<file path="src/rtl/game_pkg.sv">
// Shared game-level constants: one-hot game_state bit positions and screen geometry.
package game_pkg;

  // Bit positions inside the one-hot game_state bus driven by game_FSM
  localparam int ST_START_SCREEN = 0;
  localparam int ST_IN_GAME      = 1;
  localparam int ST_PAUSE        = 2;
  localparam int ST_END_SCREEN   = 3;

  // Legal one-hot encodings of game_state
  typedef enum logic [3:0] {
    GS_START_SCREEN = 4'b0001,
    GS_IN_GAME      = 4'b0010,
    GS_PAUSE        = 4'b0100,
    GS_END_SCREEN   = 4'b1000
  } game_state_e;

  // Screen geometry in pixels
  localparam int SCREEN_H_PX = 480;
  localparam int BIRD_H_PX   = 16;

endpackage

</file>
<file path="src/rtl/rising_edge_detector.sv">
// Single-cycle pulse on each 0->1 transition of an already-synchronised level.
module rising_edge_detector (
  input  logic clk,
  input  logic rst,
  input  logic sig,
  output logic rise
);

  logic sig_prev;

  // Remember last cycle's level so a rise is seen exactly once
  always_ff @(posedge clk or negedge rst) begin
    if (!rst) begin
      sig_prev <= 1'b0;
    end else begin
      sig_prev <= sig;
    end
  end

  assign rise = sig & ~sig_prev;

endmodule

</file>
<file path="src/rtl/bird_physics.sv">
// Bird vertical-motion engine: integrates gravity / flap impulse once per frame while
// in game, clamps at the ceiling, and raises a sticky collision on reaching the floor.
module bird_physics
  import game_pkg::*;
#(
  parameter int Y_W          = 10,
  parameter int VEL_W        = 6,
  parameter int SCREEN_H     = SCREEN_H_PX,
  parameter int BIRD_H       = BIRD_H_PX,
  parameter int START_Y      = 232,
  parameter int GRAVITY      = 1,
  parameter int FLAP_IMPULSE = 8,
  parameter int MAX_FALL     = 10
) (
  input  logic                    clk,
  input  logic                    rst,
  input  logic                    frame_tick,
  input  logic [3:0]              game_state,
  input  logic                    flap,
  output logic [Y_W-1:0]          bird_y,
  output logic signed [VEL_W-1:0] bird_vel,
  output logic                    collision
);

  localparam int FLOOR_Y = SCREEN_H - BIRD_H;
  localparam int YW2     = Y_W + 2;

  localparam logic signed [VEL_W:0]   GRAV_S  = (VEL_W+1)'(GRAVITY);
  localparam logic signed [VEL_W:0]   MAXF_S  = (VEL_W+1)'(MAX_FALL);
  localparam logic signed [VEL_W-1:0] FLAP_V  = VEL_W'(-FLAP_IMPULSE);
  localparam logic signed [YW2-1:0]   FLOOR_S = YW2'(FLOOR_Y);

  logic                    flap_rise;
  logic                    flap_pending;
  logic                    is_start;
  logic                    is_game;
  logic                    flap_now;
  logic signed [VEL_W-1:0] v_new;
  logic signed [YW2-1:0]   y_new;

  // Gravity step with saturation at terminal downward velocity; the extra bit keeps
  // bird_vel + GRAVITY from wrapping before the comparison.
  function automatic logic signed [VEL_W-1:0] sat_fall(input logic signed [VEL_W-1:0] v);
    logic signed [VEL_W:0] s;
    s = $signed({v[VEL_W-1], v}) + GRAV_S;
    if (s > MAXF_S) return MAXF_S[VEL_W-1:0];
    return s[VEL_W-1:0];
  endfunction

  rising_edge_detector u_flap_edge (
    .clk  (clk),
    .rst  (rst),
    .sig  (flap),
    .rise (flap_rise)
  );

  // Only exact one-hot codes act; anything else (PAUSE, END_SCREEN, illegal) freezes.
  assign is_start = (game_state == GS_START_SCREEN);
  assign is_game  = (game_state == GS_IN_GAME);
  // A rise coinciding with the tick is honoured at that same tick
  assign flap_now = flap_pending | flap_rise;

  // Next velocity and position, position widened by two bits so ceiling and floor
  // overshoot are visible as out-of-range values rather than wrapping.
  always_comb begin
    v_new = flap_now ? FLAP_V : sat_fall(bird_vel);
    y_new = $signed({2'b00, bird_y}) + {{(YW2-VEL_W){v_new[VEL_W-1]}}, v_new};
  end

  // Flap latch and bird state update, one physics step per frame tick while in game
  always_ff @(posedge clk or negedge rst) begin
    if (!rst) begin
      flap_pending <= 1'b0;
      bird_y       <= Y_W'(START_Y);
      bird_vel     <= '0;
      collision    <= 1'b0;
    end else begin
      flap_pending <= is_game & ~frame_tick & flap_now;
      if (is_start) begin
        bird_y    <= Y_W'(START_Y);
        bird_vel  <= '0;
        collision <= 1'b0;
      end else if (is_game && frame_tick && !collision) begin
        if (y_new[YW2-1]) begin
          bird_y   <= '0;
          bird_vel <= '0;
        end else if (y_new >= FLOOR_S) begin
          bird_y    <= Y_W'(FLOOR_Y);
          bird_vel  <= '0;
          collision <= 1'b1;
        end else begin
          bird_y   <= y_new[Y_W-1:0];
          bird_vel <= v_new;
        end
      end
    end
  end

endmodule

</file>
<file path="config.mk">
export PLATFORM = sky130hd
export DESIGN_NAME = bird_physics
export DESIGN_NICKNAME = d
export VERILOG_FILES = /design/src/rtl/game_pkg.sv /design/src/rtl/rising_edge_detector.sv /design/src/rtl/bird_physics.sv
export SDC_FILE = /design/constraint.sdc
export NUM_CORES = 1
export LEC_CHECK = 0
export ABC_CLOCK_PERIOD_IN_PS = 5400
export CAP_MARGIN = 0
export CORE_MARGIN = 2
export CORE_UTILIZATION = 50
export CTS_CLUSTER_SIZE = 40
export DETAILED_ROUTE_END_ITERATION = 10
export GPL_ROUTABILITY_DRIVEN = 0
export PLACE_DENSITY = 0.78
export SYNTH_ARGS = -nofsm -noshare
export SYNTH_HDL_FRONTEND = slang
export SYNTH_SLANG_ARGS = --single-unit
</file>
<file path="constraint.sdc">
create_clock -name clk -period 5.4 [get_ports clk]
set_input_delay 1.08 -clock clk [delete_from_list [all_inputs] [get_ports clk]]
set_output_delay 1.08 -clock clk [all_outputs]
set_load 0.01 [all_outputs]
</file>
==> results of run 1 <==
## synth_stat cells, types with 4 or more instances
cell type   n  area (um2)
nor3_1      5       25.02
dfstp_2     4       105.1
nand2_1    21       78.83
ha_1       14       175.2
o21ai_0    10       50.05
dfrtp_1    15       375.4
inv_1       6       22.52
xnor2_1    10       87.58
a32o_1      4       40.04
a21oi_1     8       40.04
nor2_1      4       15.01
nand3_1     8       40.04
a21o_1      5       37.54
## power by group
part           internal (uW)  switching [uW]  total [uW]  leakage (uW)
clock                   28.8            47.0        75.9     0.0000150
combinational            127             147         274      0.000553
sequential               166            22.1         188      0.000247
## state kept, by name (all words and copies together), names as in the netlist
register,cells
flap_pending,1
collision,1
u_flap_edge.sig_prev,1
bird_y,10
bird_vel,6
## final timing paths
check,from,end,slack (ps),cells after the start
worst max-delay path,bird_vel[0],bird_y[0],820,14
worst min-delay path,bird_y[6],bird_y[6],530,2
worst max register to register,bird_vel[0],bird_y[0],820,14
worst min register to register,bird_y[6],bird_y[6],530,2
max in group asynchronous,rst,bird_vel[1],3610,1
min in group asynchronous,rst,bird_y[9],1260,1
## area by class of cell
cell class | instances | area [um2]
Timing Repair Buffer | 25 | 247.7
Fill cell | 279 | 1165
Sequential cell | 19 | 480.5
Inverter | 6 | 22.52
Tap cell | 44 | 55.05
Clock buffer | 4 | 26.28
Multi-Input combinational cell | 143 | 1106
## worst max-delay path: stages (launching register included)
cell and delay (ps):
dfrtp_1 540, ha_1 330, a21bo_1 260, or4_1 500
a31o_1 270, a31oi_4 170, nand3_1 150, ha_1 380
and2_4 190, a221o_1 320, or2_1 290, a41o_4 310
and3_4 190, o211ai_2 380, o21ai_0 170
## stage by stage
step	utilization, %	setup WS (ps)
2_1_floorplan	-	1205
4_1_cts	62.46	836.2
5_1_grt	62.46	509.7
6_report	62.46	823.4
3_5_place_dp	61.61	669.5
3_3_place_gp	61.61	776.4
## layer usage
layer	part of all wire (%)	vias to the layer above	track usage, %
li1	-	702	-
met1	46	728	30.10
met2	51	32	39.70
met3	2.8	5	2.311
met4	0.91	0	6.079
met5	0	-	0
## cells in the final DEF, fill, tap and decap left out, types with 4 or more instances in the layout
master,instances
inv_1,6
xnor2_1,10
a21oi_1,8
a21o_1,5
nor3_1,5
clkdlybuf4s50_1,24
ha_1,14
o21ai_0,10
dfstp_2,4
nor2_1,4
dfrtp_1,15
a32o_1,4
nand3_1,8
nand2_1,21
## kinds of logic after synthesis
group / count (synthesis)
AO/OA/AOI/OAI: 54
XOR/XNOR: 12
adder cells (fa/ha/maj): 15
buffers and inverters: 12
flip-flops: 19
multiplexers: 1
AND/OR/NAND/NOR: 61
==> flow_summary.json, run 1 <==
{
  "outcome": "completed",
  "synthFlopType": "dfrtp_1",
  "vias": 1467,
  "synthSimpleGateAreaFrac_pct": 20.41,
  "vias_per_cell": 6.087,
  "critical_path_class": "reg -> reg",
  "final.setup_skew_ps": 2.569,
  "worst_hold_slack_ps": 526.9,
  "grt_antenna_before_repair": 0,
  "period_share_pct": 84.75,
  "layout_min_cycle_time_ps": 4577,
  "synth_edf_count": 0,
  "htreeDepth": 1,
  "routed_wirelength_mm": 3.942,
  "clock.fmax_mhz": 218.5,
  "cp_max_fo": 10,
  "grt_setup_unrepaired": "no",
  "cp-end-kind": "register",
  "synthArstFlopShare_pct": 100.0,
  "area_growth_pct": 17.08,
  "cts_root_buf": "clkbuf_4",
  "fp.dieH_um": 61.54,
  "num-nets-final": 221,
  "worst_pin_slew_ps": 869.2,
  "synth_area_mm2": 0.001655,
  "die_x_um": 61.54,
  "io_buffers": 24,
  "clk_latency_ps": 300,
  "ant_nets": 0,
  "cp.required_ps": 5570,
  "core-area_mm2": 0.003103,
  "wl_per_cell_um": 16.36,
  "slew_violations": 0,
  "slew_headroom_pct": 41.87,
  "route.detailed.drc": 0,
  "die-area_mm2": 0.003787,
  "power.density_mw_per_mm2": 277.3,
  "synth.mux.area_fraction_pct": 0.6047,
  "hpwl_mm": 3.042,
  "holdCritPathClass": "reg -> reg",
  "synth_compound_area_share_pct": 27.66,
  "grtUsageTotal_pct": 22.79,
  "critPathLaunchType": "register",
  "synth-adder-area-share_pct": 11.79,
  "synth_top_family_by_area": "compound AO/OA/AOI/OAI gates",
  "synthDistinctLibCells": 59,
  "synth_seq_cells": 19,
  "ctsResizeCount": 0,
  "drt_pass1_iterations": 4,
  "initial_core_util_pct": 53.35,
  "cts_buffers": 3,
  "holdBufCountCts": 0,
  "grt_first_pass_wirelength_mm": 6.472,
  "cap_violations": 0,
  "drive_gt1_share_pct": 13.71,
  "p_leak_uw": 0.0008145,
  "postCtsSetupRepairBufs": 0,
  "ys_seq_area_share_pct": 29.02,
  "num_io_pins": 25,
  "diodes": 0,
  "design_area_mm2": 0.001938,
  "setup_tns_ps": 0,
  "dp_cells": 237,
  "rows": 20,
  "syn_nets": 197,
  "clk_pin_slew_worst_paths_ps": 110,
  "dpl_cell_area_mm2": 0.001912,
  "grt-ovfl-total": 0,
  "syn_avg_cell_area_um2": 9.513,
  "cts_max_path_buffers": 2,
  "max-vdd-ir-drop_uv": 156.2,
  "hold_viol": 0,
  "cp_data_arrival_time_ps": 4750,
  "power_uw": 537.4,
  "grt_pass1_vias": 1401,
  "grt_max_degree": 20,
  "netlist_instances": 174,
  "setup_violations": 0,
  "synth_xor_xnor_area_share_pct": 6.349,
  "cts_tree": "built",
  "clock-sinks": 19,
  "drtIter0Drc": 84,
  "fin_cells": 241,
  "synth_warnings": 0
}
Note: power is estimated with default switching activity, not from simulation.
==> run 2, diff against run 1 <==
Settings changed: ABC_CLOCK_PERIOD_IN_PS 5400 to 3700, CORE_UTILIZATION 50 to 49, PLACE_DENSITY 0.78 to 0.79.
Clock period 5.4 ns to 3.7 ns, I/O delays scaled along.
==> run 2 against run 1 <==
Compared with the run above:
- the run now ends with setup timing left
- non-clock buffer count rose by 56
- worst setup slack got worse by 1200 ps
- flip-flop and latch count unchanged
- final cell count up 24%
- wire length is 53% higher
==> flow_summary.json, run 2 (synthesis gave the netlist of run 1 again) <==
{
  "outcome": "finished, violations left",
  "violations": "setup timing",
  "nFillCells": 193,
  "max_stage_delay_ps": 470,
  "worstRegToRegCells": 15,
  "clock-sinks": 19,
  "area_growth_pct": 57.75,
  "cts_buffers": 3,
  "power.density_mw_per_mm2": 422.6,
  "cp-end-kind": "register",
  "largest_register_ffs": 10,
  "hold_viol": 0,
  "r2r_setup_slack_ps": -370,
  "worst_pin_slew_ps": 893.9,
  "hpwl_mm": 3.622,
  "grt_first_pass_wirelength_mm": 8.983,
  "cts_max_path_buffers": 2,
  "clock.fmax_mhz": 246.0,
  "setup_violations": 16,
  "slowest_stage": "dfrtp_2",
  "fp.dieH_um": 62.12,
  "timing.rr.end": "bird_y[4]",
  "grt_setup_unrepaired": "yes",
  "final_cell_mix": "buf_4, clkdlybuf4s50_1, nand2_1",
  "core-area_mm2": 0.003284,
  "p_leak_uw": 0.001144,
  "max_flop_register": "bird_y",
  "crit_cells": 15,
  "critical_path_class": "reg -> reg",
  "critPathLaunchType": "register",
  "num_io_pins": 25,
  "grt_max_degree": 20,
  "grt_antenna_before_repair": 0,
  "initial_core_util_pct": 50.40,
  "grt-ovfl-total": 0,
  "cap_violations": 0,
  "num-nets-final": 277,
  "rows": 21,
  "vias_per_cell": 6.288,
  "wl_per_cell_um": 20.15,
  "slew_violations": 0,
  "drive_gt1_share_pct": 43.87,
  "die_x_um": 62.12,
  "die-area_mm2": 0.003859,
  "grt_pass1_vias": 1888,
  "power_uw": 1104,
  "design_area_mm2": 0.002611,
  "final.setup_skew_ps": 4.587,
  "cp_max_fo": 5,
  "routed_wirelength_mm": 6.025,
  "cp.buffers_inverters": 1,
  "grtUsageTotal_pct": 29.31,
  "max-vdd-ir-drop_uv": 264.2,
  "route.detailed.drc": 0,
  "path_delay_family": "compound AO/OA/AOI/OAI gates",
  "r2r-start": "bird_vel[0]",
  "mostFrequentLayoutCell": "buf_4",
  "slew_headroom_pct": 40.22,
  "setup_tns_ps": -4551,
  "cts_root_buf": "clkbuf_4",
  "critPathMostFrequentCell": "ha_4",
  "final_util_pct": 79.50,
  "ant_nets": 0,
  "setup_ws_ps": -365.1,
  "io_buffers": 24,
  "worstSetupEndpoint": "bird_y[4]",
  "cp_data_arrival_time_ps": 4300,
  "clk_pin_slew_worst_paths_ps": 120,
  "crit_chain": "ha_4 -> a21bo_1 -> or4_1 -> a31o_1 -> a31oi_4 -> nand3_2 -> ha_4 -> and2_4 -> a221o_1 -> or2_4 -> a311oi_4 -> o2111ai_4 -> buf_6 -> nor4b_2 -> o21ai_1",
  "htreeDepth": 1,
  "layout_min_cycle_time_ps": 4065,
  "diodes": 0,
  "period_share_pct": 109.9,
  "drtIter0Drc": 114,
  "top_regs": "bird_y: 10 flops, bird_vel: 6 flops",
  "dpl_cell_area_mm2": 0.002268,
  "vias": 1880,
  "holdCritPathClass": "reg -> reg",
  "cp.required_ps": 3940,
  "clk_latency_ps": 320,
  "cts_tree": "built",
  "holdBufCountCts": 0,
  "critPathLaunch": "bird_vel[0]",
  "drt_pass1_iterations": 7
}
-- run 2: area by class of cell --
cell class | count | area, um2 | area share [%]
Sequential cell | 19 | 483.0 | 18.50
Multi-Input combinational cell | 143 | 1339 | 51.27
Timing Repair Buffer | 81 | 683.2 | 26.16
Tap cell | 46 | 57.56 | 2.204
Inverter | 6 | 22.52 | 0.8625
Clock buffer | 4 | 26.28 | 1.006
-- run 2: worst min-delay path by stage --
stage                     slack, ps  cells after the start  startpoint     endpoint
after floorplan                 440                      0         rst  bird_vel[0]
after global placement          500                      2   bird_y[5]    bird_y[5]
after detailed placement        510                      2   bird_y[6]    bird_y[6]
after CTS                       530                      2   bird_y[6]    bird_y[6]
after global routing            560                      2   bird_y[5]    bird_y[5]
final                           530                      2   bird_y[5]    bird_y[5]
-- run 2: worst register-to-register path, stage by stage, from the launching register on --
cell and delay, ps:
dfrtp_2 470, ha_4 150, a21bo_1 220, or4_1 470, a31o_1 260, a31oi_4 250, nand3_2 150, ha_4 240
and2_4 140, a221o_1 370, or2_4 270, a311oi_4 270, o2111ai_4 220, buf_6 170, nor4b_2 150, o21ai_1 190
-- run 2: what timing repair did --
| action | 4_1_cts | 5_1_grt |
|---|---|---|
| pin swaps | 20 | 18 |
| setup buffers | 11 | 3 |
| endpoints found under the setup margin | 16 | 16 |
| resized for setup | 25 | 15 |
-- run 2: layer usage --
metal | up-vias | track usage [%] | wire length (um)
li1 | 814 | - | -
met1 | 918 | 33.14 | 2222
met2 | 118 | 54.62 | 3067
met3 | 30 | 2.899 | 457
met4 | 0 | 14.72 | 278
met5 | - | 0 | 0
-- run 2: stage by stage --
| stage | std cells | setup WS, ps | hold slack [ps] |
|---|---|---|---|
| final | 299 | -365.1 | 525.0 |
| after global routing | 299 | -491.0 | 563.8 |
| after CTS | 296 | -283.4 | 525.1 |
| after detailed placement | 281 | -298.4 | 506.7 |
| after global placement | 281 | -182.3 | 502.9 |
| after floorplan | 174 | -147.6 | 444.4 |
-- run 2: power by group --
group	internal (uW)	total, uW	switching (uW)	leakage (uW)
Clock	42.2	117	74.6	0.0000150
Sequential	243	274	31.8	0.000244
Combinational	367	712	345	0.000886
Total	652	1100	452	0.00114
==> run 3, diff against run 2 <==
Settings changed: ABC_CLOCK_PERIOD_IN_PS 3700 to 4300, CORE_UTILIZATION 49 to 50, PLACE_DENSITY 0.79 to 0.78, SYNTH_HIERARCHICAL from default to 1.
Clock period 3.7 ns to 4.3 ns, I/O delays scaled along.
==> run 3 against run 2 <==
Compared with the run above:
- the flow now finishes without violations
- critical path type unchanged
- critical path depth unchanged
- hold slack improved by 13 ps
- global-route usage decreased by 5.8 points
- register-to-register slack improved by 570 ps
- first-iteration DRC count decreased by 13%
- non-clock buffer count decreased by 49
- final cell count decreased by 17%
==> flow_summary.json, run 3 <==
{
  "outcome": "completed",
  "mostFrequentLayoutCell": "clkdlybuf4s50_1",
  "place_ws_ps": 47.56,
  "grt_first_pass_wirelength_mm": 6.458,
  "cts_max_path_buffers": 2,
  "critical_path_class": "reg -> reg",
  "cts_tree": "built",
  "hold_viol": 0,
  "synthTopCellsByCount": "dfrtp_1, nand2_1, ha_1",
  "initial_core_util_pct": 52.17,
  "syn_avg_cell_area_um2": 9.314,
  "vias": 1501,
  "diodes": 0,
  "critPathLaunchType": "register",
  "vias_per_cell": 6.077,
  "drt_pass1_iterations": 4,
  "worst_pin_slew_ps": 895.7,
  "fin_cells": 247,
  "holdCritPathClass": "reg -> reg",
  "clock-sinks": 19,
  "cp_max_fo": 7,
  "grt-ovfl-total": 0,
  "synth_seq_cells": 19,
  "rows": 20,
  "num-nets-final": 227,
  "grtUsageTotal_pct": 23.54,
  "grt_antenna_before_repair": 0,
  "p_leak_uw": 0.0008715,
  "layout_min_cycle_time_ps": 4093,
  "num_io_pins": 25,
  "final_cell_mix": "clkdlybuf4s50_1, nand2_1, dfrtp_1",
  "max_flop_register": "bird_y",
  "slew_violations": 0,
  "route.detailed.drc": 0,
  "power.density_mw_per_mm2": 345.2,
  "clock.fmax_mhz": 244.3,
  "top_regs": "bird_y: 10 flops, bird_vel: 6 flops",
  "hpwl_mm": 3.051,
  "cp_data_arrival_time_ps": 4310,
  "slowest_stage": "dfrtp_1",
  "cts_root_buf": "clkbuf_4",
  "grt_pass1_vias": 1435,
  "ys_seq_area_share_pct": 30.16,
  "synthArstFlopShare_pct": 100.0,
  "cts_buffers": 3,
  "setup_ws_ps": 206.7,
  "synth_area_mm2": 0.001593,
  "setup_tns_ps": 0,
  "wl_per_cell_um": 15.66,
  "drtIter0Drc": 99,
  "period_share_pct": 95.19,
  "ant_nets": 0,
  "dp_cells": 243,
  "netlist_instances": 171,
  "die_x_um": 60.44,
  "synth_top_area_share_pct": 23.57,
  "crit_chain": "inv_1 -> ha_1 -> o21a_1 -> o311ai_0 -> a21oi_1 -> o22a_1 -> a21boi_1 -> ha_1 -> a211o_1 -> a2111oi_4 -> o21ai_1 -> a41oi_2 -> nand3_2 -> and2_4 -> a32o_1",
  "final.setup_skew_ps": 10.50,
  "io_buffers": 24,
  "syn_nets": 194,
  "routed_wirelength_mm": 3.869,
  "largest_register_ffs": 10,
  "htreeDepth": 1,
  "synth_area_leaders": "dfrtp_1, ha_1, dfstp_2",
  "final_util_pct": 64.10,
  "fp.dieH_um": 60.44,
  "cp.required_ps": 4520,
  "worst_hold_slack_ps": 537.8,
  "max_stage_delay_ps": 460,
  "synth_warnings": 6,
  "clk_latency_ps": 320,
  "cp-end-kind": "register",
  "grt_max_degree": 20,
  "cap_violations": 0,
  "yosys.area.top_type": "dfrtp_1",
  "synthFlopType": "dfrtp_1",
  "area_growth_pct": 22.86,
  "drive_gt1_share_pct": 14.78,
  "synthDistinctLibCells": 49,
  "die-area_mm2": 0.003653,
  "max-vdd-ir-drop_uv": 215.9,
  "synth_edf_count": 0,
  "critPathMostFrequentCell": "ha_1",
  "clk_pin_slew_worst_paths_ps": 130,
  "slew_headroom_pct": 40.10,
  "core-area_mm2": 0.003053,
  "setup_violations": 0
}
-- run 3: cell types whose count changed after synthesis, sizes merged, moves of 3 or more --
cell / previous run / this run
nor3b: 3 / 0
nand2: 22 / 15
a32o: 4 / 8
nand2b: 0 / 4
o211a: 1 / 5
nor2: 5 / 9
nand3b: 3 / 0
o21ai: 12 / 9
a21oi: 8 / 14
a211oi: 0 / 3
-- run 3: cell type report --
| type | count | area, um2 |
|---|---|---|
| fillers | 281 | 1096 |
| multi-input cells | 141 | 1067 |
| flip-flops and latches | 19 | 480.5 |
| repair buffers | 32 | 300.3 |
| well taps | 44 | 55.05 |
| inverters | 7 | 26.28 |
| clock buffers | 3 | 22.52 |
| clock inverters | 1 | 5.005 |
-- run 3: power by group --
group	switching, uW	total (uW)	internal (uW)
clock network	63.4	98.3	34.8
logic	181	347	166
registers	23.5	230	207
-- run 3: logic make-up (layout without fill, tap and decap cells) --
group	after synthesis	in the layout	synth area share (%)
xor gates and xnor gates	11	11	6.049
AOI/OAI and AO/OA	63	63	31.42
DFF	19	19	30.16
adders and majority gates	15	15	12.25
and+or+nand+nor	52	52	16.57
buffers and inverters	11	43	3.535
-- run 3: critical path: cells and delay by family (launching register included) --
family                   cells  cell delay (ps)
adder cells (fa/ha/maj)      2              590
AO/OA/AOI/OAI               10             2570
flip-flops                   1              460
AND/OR/NAND/NOR              2              290
buffers and inverters        1               70
-- run 3: path summary, 6_finish.rpt --
| kind | from | to | slack [ps] | cells after the start |
|---|---|---|---|---|
| setup / recovery | bird_vel[1] | bird_vel[0] | 210 | 15 |
| setup reg to reg | bird_vel[1] | bird_vel[0] | 210 | 15 |
| hold reg to reg | bird_y[0] | bird_y[0] | 540 | 1 |
| max in group asynchronous | rst | collision | 2710 | 1 |
| hold / removal | bird_y[0] | bird_y[0] | 540 | 1 |
| min in group asynchronous | rst | bird_y[1] | 1030 | 1 |
-- run 3: metal layers --
layer	vias to the layer above	GRT usage, %	wire length, um
li1	713	-	-
met1	726	29.03	1635
met2	54	42.39	2003
met3	8	5.117	187
met4	0	4.969	43
met5	-	0	0
-- run 3: what timing repair did --
item	in CTS	in global routing
hold buffers	0	0
setup endpoints to repair	0	16
gates resized for setup	0	5
setup buffers	0	0
-- run 3: metrics by stage --
step / total power (uW) / cell area [um2]
finish: 675.6 / 1957
global route: 723.6 / 1957
CTS: 671.4 / 1946
detailed placement: 571.7 / 1918
global placement: 564.8 / 1918
floorplan: 458.5 / 1593
